## src/rtl/adder_sched_pkg.sv

```systemverilog
// Shared types and sizing for the nibble-serial adder scheduler.
// Holds the FSM state enum, the slice width and the beat-count helper.
package adder_sched_pkg;

  typedef enum logic [1:0] {
    IDLE = 2'd0,
    RUN  = 2'd1,
    DONE = 2'd2
  } state_e;

  localparam int NIBBLE = 4;

  // One beat per nibble of the operand width.
  function automatic int beats(input int width);
    return width / NIBBLE;
  endfunction

endpackage

```

## src/rtl/adder_scheduler_nibble.sv

```systemverilog
// 4-bit adder slice built from generate/propagate prefix carries.
// Ports: a[3:0], b[3:0], cin -> sum[3:0], cout.
module nibble_adder (
  input  logic [3:0] a,
  input  logic [3:0] b,
  input  logic       cin,
  output logic [3:0] sum,
  output logic       cout
);

  logic [3:0] g;
  logic [3:0] p;
  logic [4:0] c;

  assign g = a & b;
  assign p = a ^ b;

  // Every carry is formed directly from g/p and cin, so no
  // carry ripples through the slice.
  assign c[0] = cin;
  assign c[1] = g[0]
              | (p[0] & cin);
  assign c[2] = g[1]
              | (p[1] & g[0])
              | (p[1] & p[0] & cin);
  assign c[3] = g[2]
              | (p[2] & g[1])
              | (p[2] & p[1] & g[0])
              | (p[2] & p[1] & p[0] & cin);
  assign c[4] = g[3]
              | (p[3] & g[2])
              | (p[3] & p[2] & g[1])
              | (p[3] & p[2] & p[1] & g[0])
              | (p[3] & p[2] & p[1] & p[0] & cin);

  assign sum  = p ^ c[3:0];
  assign cout = c[4];

endmodule

```

## src/rtl/adder_scheduler.sv

```systemverilog
// Two requesters share one 4-bit adder slice, one nibble per cycle.
// Ports: clk, rst (async high), reqN_valid/ready/a/b, rsp_valid/ready/id/sum, busy.
// Macro ROUND_ROBIN_EN: round-robin ties; undefined gives req0 fixed priority.
module adder_scheduler
  import adder_sched_pkg::*;
#(
  parameter int WIDTH = 16
) (
  input  logic             clk,
  input  logic             rst,
  input  logic             req0_valid,
  output logic             req0_ready,
  input  logic [WIDTH-1:0] req0_a,
  input  logic [WIDTH-1:0] req0_b,
  input  logic             req1_valid,
  output logic             req1_ready,
  input  logic [WIDTH-1:0] req1_a,
  input  logic [WIDTH-1:0] req1_b,
  output logic             rsp_valid,
  input  logic             rsp_ready,
  output logic             rsp_id,
  output logic [WIDTH:0]   rsp_sum,
  output logic             busy
);

  localparam int BEATS = beats(WIDTH);
  localparam int CW    = $clog2(BEATS + 1);
  localparam logic [CW-1:0] LAST = CW'(BEATS - 1);

  state_e state_q, state_d;

  logic [WIDTH-1:0] a_q, a_d;
  logic [WIDTH-1:0] b_q, b_d;
  logic [WIDTH-1:0] res_q, res_d;
  logic [CW-1:0]    cnt_q, cnt_d;
  logic             cy_q, cy_d;
  logic             id_q, id_d;

  logic             win1;
  logic             idle_ok;
  logic             accept;
  logic             last_beat;
  logic [3:0]       na, nb, ns;
  logic             nco;
  int               idx;

  // Readies are also held low while rst is high.
  assign idle_ok   = (state_q == IDLE) && !rst;
  assign accept    = idle_ok && (req0_valid || req1_valid);
  assign last_beat = (cnt_q == LAST);

  // ---------------- arbitration ----------------
`ifdef ROUND_ROBIN_EN
  // ptr_q high means req1 wins the next tie.
  logic ptr_q, ptr_d;

  always_comb begin
    win1 = 1'b0;
    if (req0_valid && req1_valid) begin
      win1 = ptr_q;
    end else begin
      win1 = req1_valid;
    end
  end

  // Favour whoever was not granted on this acceptance.
  always_comb begin
    ptr_d = ptr_q;
    if (accept) begin
      ptr_d = !win1;
    end
  end

  always_ff @(posedge clk or posedge rst) begin
    if (rst) begin
      ptr_q <= 1'b0;
    end else begin
      ptr_q <= ptr_d;
    end
  end
`else
  always_comb begin
    win1 = !req0_valid && req1_valid;
  end
`endif

  // ---------------- FSM: state register ----------------
  always_ff @(posedge clk or posedge rst) begin
    if (rst) begin
      state_q <= IDLE;
    end else begin
      state_q <= state_d;
    end
  end

  // ---------------- FSM: next state ----------------
  always_comb begin
    state_d = state_q;
    unique case (state_q)
      IDLE: begin
        if (accept) begin
          state_d = RUN;
        end
      end
      RUN: begin
        if (last_beat) begin
          state_d = DONE;
        end
      end
      DONE: begin
        if (rsp_ready) begin
          state_d = IDLE;
        end
      end
      default: state_d = IDLE;
    endcase
  end

  // ---------------- FSM: outputs ----------------
  always_comb begin
    req0_ready = idle_ok && req0_valid && !win1;
    req1_ready = idle_ok && req1_valid && win1;
    busy       = (state_q == RUN) || (state_q == DONE);
    rsp_valid  = (state_q == DONE);
  end

  // ---------------- datapath ----------------
  assign idx = NIBBLE * int'(cnt_q);
  assign na  = a_q[idx +: NIBBLE];
  assign nb  = b_q[idx +: NIBBLE];

  nibble_adder u_slice (
    .a    (na),
    .b    (nb),
    .cin  (cy_q),
    .sum  (ns),
    .cout (nco)
  );

  always_comb begin
    a_d   = a_q;
    b_d   = b_q;
    res_d = res_q;
    cnt_d = cnt_q;
    cy_d  = cy_q;
    id_d  = id_q;
    if (accept) begin
      a_d   = win1 ? req1_a : req0_a;
      b_d   = win1 ? req1_b : req0_b;
      id_d  = win1;
      cnt_d = '0;
      cy_d  = 1'b0;
    end else if (state_q == RUN) begin
      res_d[idx +: NIBBLE] = ns;
      cy_d = nco;
      // Counter parks on the last beat; it never wraps.
      if (!last_beat) begin
        cnt_d = cnt_q + CW'(1);
      end
    end
  end

  always_ff @(posedge clk or posedge rst) begin
    if (rst) begin
      a_q   <= '0;
      b_q   <= '0;
      res_q <= '0;
      cnt_q <= '0;
      cy_q  <= 1'b0;
      id_q  <= 1'b0;
    end else begin
      a_q   <= a_d;
      b_q   <= b_d;
      res_q <= res_d;
      cnt_q <= cnt_d;
      cy_q  <= cy_d;
      id_q  <= id_d;
    end
  end

  // Final carry-out sits above the result nibbles.
  assign rsp_sum = {cy_q, res_q};
  assign rsp_id  = id_q;

endmodule
```

## config.mk

```make
export PLATFORM = sky130hd
export DESIGN_NAME = adder_scheduler
export DESIGN_NICKNAME = d
export VERILOG_FILES = /design/src/rtl/adder_sched_pkg.sv /design/src/rtl/adder_scheduler_nibble.sv /design/src/rtl/adder_scheduler.sv
export SDC_FILE = /design/constraint.sdc
export NUM_CORES = 1
export LEC_CHECK = 0
export BUFFER_PORTS_ARGS = -buffer_cell sky130_fd_sc_hd__buf_4
export CAP_MARGIN = 5
export CORE_AREA = 4 4 84 94
export CTS_BUF_LIST = sky130_fd_sc_hd__clkbuf_16
export DETAILED_ROUTE_END_ITERATION = 8
export DIE_AREA = 0 0 88 98
export PLACE_DENSITY = 0.7
export SLEW_MARGIN = 20
export SYNTH_ARGS = -nofsm -noshare
export SYNTH_HDL_FRONTEND = slang
export SYNTH_SLANG_ARGS = --single-unit
```

## constraint.sdc

```tcl
create_clock -name clk -period 6.4 [get_ports clk]
set_input_delay 1.28 -clock clk [delete_from_list [all_inputs] [get_ports clk]]
set_output_delay 1.28 -clock clk [all_outputs]
set_load 0.05 [all_outputs]
```

### Yosys cells after proc, flatten, opt, wreduce, memory -nomap -nowiden

Cells that the tools add are included.

* register bits after elaboration: 55
* input port bits: 69
* output and inout port bits: 22
* logic and storage cells: 79

* $add $sub $neg: 2
* equality and inequality tests: 7
* shift operators: 4
* mux-type cells: 12
* bitwise logic cells: 30
* reduce and logical (&&, ||, !) cells: 17

Operators by type and width (count)
* negation 5 -> 33 bit: 1
* variable shift 4 x 33 -> 16 bit (first input constant): 1
* variable part select 4 x 33 -> 16 bit: 1
* two-way mux 16 bit: 2
* variable part select 16 x 6 -> 4 bit: 2
* bitwise AND 1 bit: 16
* bitwise mux 16 bit: 1
* bitwise OR 1 bit: 10
* two-way mux 3 bit: 3
* bitwise XOR 4 bit: 2
* logical AND 1 bit: 7
* two-way mux 2 bit: 3
* inequality test 2 bit (second input constant): 3
* case mux 2 bit (3 select lines): 1
* bitwise AND 4 bit: 1
* AND reduction 2 bit: 2
* adder 3 x 1 -> 3 bit (second input constant): 1
* == test 3 x 2 -> 1 bit (second input constant): 1
* zero test 1 bit: 3
* AND reduction 3 bit: 1
* == test 2 x 1 -> 1 bit (second input constant): 1
* == test 2 bit (second input constant): 1
* zero test 2 bit: 1
* logical OR 1 bit: 2
* other kinds (4): 5

### Depth between registers and ports, before layout

Gate-level depths: netlist (run 1).

* word-level depth: 9
* depth in mapped cells: 8
* gate-level depth less buffers: 7

### By module

Synthesis (run 1) repeated with hierarchy kept, for this count alone.

* cell total of the unflattened synthesis: 287
* area, all modules: 3110.5 um^2

By module, submodules not included
* adder_scheduler: instances 1, cells each 270, area an instance 2962.8 um^2, sequential area each 1376.3 um^2
* nibble_adder: instances 1, cells each 17, area an instance 147.6 um^2, sequential area each 0.0 um^2

### Worst setup path after synthesis (run 1)

No wires, ideal clock.

* path type: input-to-output
* start: input port req1_valid
* end: output port req1_ready
* arrival time: 2173 ps
* required time: 5120 ps
* slack: 2947 ps
* stages: 4
* path through: nor2b_1 buf_2 buf_6 and2_1

* word-level cells in the longest chain between the ends: 2
* elaborated cells on any way between the ends: 3
* classes of those cells: reduce/logical (3)

RTL lines
* start, declared: RTL line adder_scheduler.sv:15 `input logic req1_valid,`
* logical AND 1 bit, on equally long branches: RTL line adder_scheduler.sv:122, adder_scheduler.sv:83
* logical AND 1 bit (*): RTL line adder_scheduler.sv:122 `req1_ready = idle_ok && req1_valid && win1;`
* end, declared: RTL line adder_scheduler.sv:16 `output logic req1_ready,`

Mark *: on every way between the ends. The rest lies on a longest branch, timed or not.

### Worst setup path in the final report (run 1)

* start: input port rst
* end: output port req0_ready

* word-level cells in the longest chain between the ends: 4

RTL lines
* start, declared: RTL line adder_scheduler.sv:10 `input logic rst,`
* zero test 1 bit (no line)
* logical AND 1 bit: RTL line adder_scheduler.sv:48 `assign idle_ok = (state_q == IDLE) && !rst;`
* logical AND 1 bit (2 in a row): RTL line adder_scheduler.sv:121 `req0_ready = idle_ok && req0_valid && !win1;`
* end, declared: RTL line adder_scheduler.sv:12 `output logic req0_ready,`

No other way between the ends.

==> impl_metrics.toml, run 1 <==
[die]
fp.dieW_um = 88
rows = 32
initial_utilization_pct = 43.7
ios = 91
core_region_area_um2 = 6930
fp.dieArea_um2 = 8620
die_y_um = 98

[placement]
place_ws_ns = 3.08
port_buffers = 90
placed_cells = 437
gp_congestion = 0.725
dp_hpwl_um = 4810

[yosys]
syn_avg_cell_area_um2 = 11.0
synthDistinctLibCells = 38
synth_seq_cells = 55
yosysSeqAreaShare_pct = 45.5
synth-async-reset-ratio_pct = 100
ys.flop_type = "dfrtp_1"
synth_top_cell_by_area = "dfrtp_1"
yosys.cell_count.top_type = "dfrtp_1"
ys_warn_count = 0
postSynthCellCount = 275
synth.area.top_cells = "dfrtp_1 45%, mux2i_1 11%, ha_1 6.2%"
synth_edf_count = 0
synth_top_area_share_pct = 45.5
synth_common_cells = "55 x dfrtp_1, 41 x nand2_1, 33 x o21ai_1"
syn_nets = 360
synth_area_um2 = 3030

[sta]
setup_viol = 0
max_freq_mhz = 301
setup_tns_ns = 0
fin_skew_ns = 0.00265
slew_headroom_pct = 44.7
tightest_slew_ns = 0.829
final-hold-violation-count = 0
period_share_pct = 51.8
drv_slew = 0
period_needed_ns = 3.32
timing.hold.ws_ns = 0.480
postLayoutSetupSlackWorst_ns = 3.08
rsz0062_at_grt = "false"

[cells_and_area]
multi_input_area_um2 = 1520
diodes = 0
num-nets-final = 444
seqCellArea_um2 = 1380
drive_above_1_share_pct = 31.5
areaGrowthSynthToFinish_pct = 28.7
fillerInstances = 634
layout.cells.non_filler = 444

[worst_setup_path]
critical_path_class = "input pin to output pin"
cpMostUsedCell = "buf_4"
worst-path-buf-inv = 2
rrSetupSlack_ns = 3.40
r2r-end = "res_q[3]$_DFFE_PP0P_"
critPathSlowestCell = "and2b_4"
ff2ff_path_depth = 7
critPathTopFamily = "simple AND/OR/NAND/NOR gates"
cp-startpoint = "rst"
r2r-start = "cnt_q[0]$_DFFE_PP0P_"
crit_required_ns = 5.12
path_max_fanout = 5
crit_arrival_ns = 2.04
cp-start-kind = "input pin"
cp_cell_sequence = "buf_4 > and2b_4 > and2_1 > buf_4"
cpPeakStageDelay_ns = 0.28
end_kind = "output pin"

[cts]
cts_tree = "done"
cts_buffer_depth = 2
clkSinkCount = 55
numCtsBuffers = 5
h-tree-depth = 2
root_buffer = "clkbuf_16"
post_cts_resize_count = 0
clock_latency_ns = 0.29
postCtsSetupRepairBufs = 0
clk_pin_slew_ns = 0.06
cts_hold_buf = 0

[routing]
finalWirelength_um = 6130
drc = 0
dr_total_vias = 2231
vias_per_cell = 5.02
first_iter_violations = 89
dr.pass1.iters = 4
routedWlPerCell_um = 13.8
ant_nets = 0

[global_routing]
grt_pass1_vias = 2232
grt_use_total_pct = 14.9
grt_first_pass_wirelength_um = 10200
grt_start_max_net_pins = 68
antenna_found_initial = 0
grt_overflow_total = 0

[power]
vdd.ir_drop.worst_mv = 0.213
leakage_uw = 0.00190
p_per_area_nw_per_um2 = 452

[hold_path]
hp-class = "flop to flop"
hold_depth = 2
min-delay-start = "res_q[12]$_DFFE_PP0P_"
min_to = "res_q[12]$_DFFE_PP0P_"

[outcome]
outcome = "completed"

[job]
max_cap_viol_count = 0
## worst max-delay path by stage
stage / cells past startpoint / slack [ns] / to
after global placement: 4 / 3.12 / req0_ready
after floorplan: 4 / 2.95 / req1_ready
final: 4 / 3.08 / req0_ready
after detailed placement: 4 / 3.08 / req0_ready
after CTS: 4 / 3.08 / req0_ready
after global routing: 4 / 3.06 / req0_ready
## flip-flops by register name (all words and copies together) (netlist names)
signal and count:
b_q 16, a_q 16, rsp_id 1, cy_q 1, cnt_q 3, state_q 2
res_q 16
## logic make-up after synthesis
logic type                 synth area share [%]
adders and majority gates                  6.86
buffers and inverters                      4.67
DFF                                        45.5
muxes                                      18.3
AOI/OAI and AO/OA                          12.4
xor gates and xnor gates                   1.16
and+or+nand+nor                            11.2
## through the flow
stage	util, %	power, uW	area [um2]
floorplan	-	1260	3030
global placement	53.9	1460	3730
detailed placement	54.0	1490	3740
CTS	56.3	1790	3900
global route	56.3	1900	3900
finish	56.3	1760	3900
## cell type report
class / instances / area share, %
repair buffers: 92 / 17.7
flip-flops and latches: 55 / 35.3
multi-input cells: 195 / 39.1
clock buffers: 5 / 3.21
inverters: 10 / 1.03
clock inverters: 2 / 0.867
well taps: 85 / 2.73
## layer usage
layer	track usage, %	vias up	share of wire, %
li1	-	1133	-
met1	18.7	1022	43
met2	24.8	68	49
met3	3.88	8	6.2
met4	4.96	0	1.3
met5	0	-	0
## tightest hold or removal path: cells and delay by family (launching register included)
family | cells | cell delay, ns
flip-flops | 1 | 0.34
AND/OR/NAND/NOR | 1 | 0.05
AO/OA/AOI/OAI | 1 | 0.05
## power by group
part | leakage (uW) | switching (uW) | internal (uW)
logic | 0.00111 | 508 | 366
registers | 0.000705 | 107 | 485
clock network | 0.0000811 | 114 | 181
total | 0.00190 | 729 | 1030
## layout by cell type (no fill, tap or decap), types with 2 or more instances in the layout
cell	instances
a21o_1	2
a21oi_1	5
a22o_1	7
and2_1	10
and2b_4	2
buf_4	92
clkbuf_16	5
dfrtp_1	55
ha_1	15
inv_1	9
mux2_4	2
mux2i_1	32
mux4_1	3
mux4_2	5
nand2_1	41
nand3_1	3
nor2_1	10
o21ai_0	3
o21ai_1	33
o31ai_1	5
xnor2_1	3
(Power assumes the default switching activity.)
==> inputs of run 2 (changes only) <==
--- a/config.mk
+++ b/config.mk
@@ -11,7 +11,7 @@
 export CTS_BUF_LIST = sky130_fd_sc_hd__clkbuf_16
 export DETAILED_ROUTE_END_ITERATION = 8
 export DIE_AREA = 0 0 88 98
-export PLACE_DENSITY = 0.7
+export PLACE_DENSITY = 0.73
 export SLEW_MARGIN = 20
 export SYNTH_ARGS = -nofsm -noshare
 export SYNTH_HDL_FRONTEND = slang
==> constraint.sdc (replaced) <==
create_clock -name clk -period 2.8 [get_ports clk]
set_input_delay 0.56 -clock clk [delete_from_list [all_inputs] [get_ports clk]]
set_output_delay 0.56 -clock clk [all_outputs]
set_load 0.05 [all_outputs]
==> impl_metrics.toml, run 2 (same netlist as run 1, synthesis figures left out) <==
[cts]
postCtsSetupRepairBufs = 0
clkSinkCount = 55
cts_hold_buf = 0
cts_buffer_depth = 2
cts_tree = "done"
clock_latency_ns = 0.29
post_cts_resize_count = 0
h-tree-depth = 2
clk_pin_slew_ns = 0.07
numCtsBuffers = 5
root_buffer = "clkbuf_16"

[sta]
period_needed_ns = 2.55
setup_tns_ns = 0
period_share_pct = 91.2
slew_headroom_pct = 55.2
fin_skew_ns = 0.00440
tightest_slew_ns = 0.672
final-hold-violation-count = 0
rsz0062_at_grt = "false"
setup_viol = 0
timing.hold.ws_ns = 0.459
drv_slew = 0
postLayoutSetupSlackWorst_ns = 0.246
max_freq_mhz = 392

[die]
fp.dieArea_um2 = 8620
core_region_area_um2 = 6930
fp.dieW_um = 88
rows = 32
ios = 91
die_y_um = 98
initial_utilization_pct = 43.7

[routing]
dr_total_vias = 2255
ant_nets = 0
drc = 0
routedWlPerCell_um = 14.2
finalWirelength_um = 6330
vias_per_cell = 5.06
dr.pass1.iters = 4
first_iter_violations = 61

[placement]
port_buffers = 90
place_ws_ns = 0.0855
gp_congestion = 0.717
dp_hpwl_um = 4930

[cells_and_area]
num-nets-final = 446
reg_top3 = "a_q (16), b_q (16), res_q (16)"
final_util_pct = 56.6
fillerInstances = 606
drive_above_1_share_pct = 32.1
diodes = 0
areaGrowthSynthToFinish_pct = 29.6
final_cell_mix = "93 x buf_4, 54 x dfrtp_1, 41 x nand2_1, 33 x o21ai_1, 32 x mux2i_1"
layout_commonest_cell = "buf_4"

[power]
leakage_uw = 0.00191
p_per_area_nw_per_um2 = 1040
vdd.ir_drop.worst_mv = 0.501

[worst_setup_path]
crit_arrival_ns = 2.73
end_kind = "flop"
cp-start-kind = "flop"
critical_path_class = "flop to flop"
crit_required_ns = 2.97
path_max_fanout = 14

[global_routing]
grt_overflow_total = 0
grt_pass1_vias = 2340
grt_use_total_pct = 15.7
antenna_found_initial = 0
grt_first_pass_wirelength_um = 10800
grt_start_max_net_pins = 66

[job]
max_cap_viol_count = 0

[outcome]
outcome = "completed"

[hold_path]
hp-class = "input pin to async pin"
[run 2: final cells by class]
cell class	instances	area [um2]	share of cell area (%)
Clock inverter	2	33.8	0.861
Inverter	10	37.5	0.957
Timing Repair Buffer	94	718	18.3
Sequential cell	55	1380	35.1
Multi-Input combinational cell	195	1520	38.9
Clock buffer	5	125	3.19
Tap cell	85	106	2.71
[run 2: path summary, 6_finish.rpt]
check	end	depth (start not counted)	startpoint	slack, ns
max	res_q[3]$_DFFE_PP0P_	7	cnt_q[1]$_DFFE_PP0P_	0.25
min	cnt_q[2]$_DFFE_PP0P_	3	rst	0.46
max reg2reg	res_q[3]$_DFFE_PP0P_	7	cnt_q[1]$_DFFE_PP0P_	0.25
min reg2reg	res_q[12]$_DFFE_PP0P_	2	res_q[12]$_DFFE_PP0P_	0.48
max in group asynchronous	cnt_q[0]$_DFFE_PP0P_	3	rst	1.87
min in group clk	res_q[12]$_DFFE_PP0P_	2	res_q[12]$_DFFE_PP0P_	0.48
[run 2: routing by layer]
metal / up-vias / routed length [um] / GRT usage [%]
met5: - / 0 / 0
met4: 0 / 107 / 4.96
met3: 10 / 455 / 3.80
met2: 81 / 3040 / 24.4
met1: 1029 / 2730 / 21.7
li1: 1135 / - / -
[run 2: critical path: stages, from the launching register on]
cell     delay [ns]
dfrtp_1        0.68
mux4_2         0.39
and2_1         0.17
ha_1           0.35
a41oi_1        0.23
o21ai_1        0.13
xor2_1         0.20
mux2_4         0.29
[run 2: where the power goes]
part | internal, uW | switching (uW)
clock network | 414 | 264
registers | 1110 | 238
logic | 862 | 1190
total | 2390 | 1690
[run 2: stage by stage]
stage          std cells  power, uW  instance area, um2
6_report             446       4080                3920
5_1_grt              446       4390                3920
4_1_cts              446       4110                3920
3_5_place_dp         439       3420                3760
3_3_place_gp         439       3330                3760
2_1_floorplan        275       2880                3030
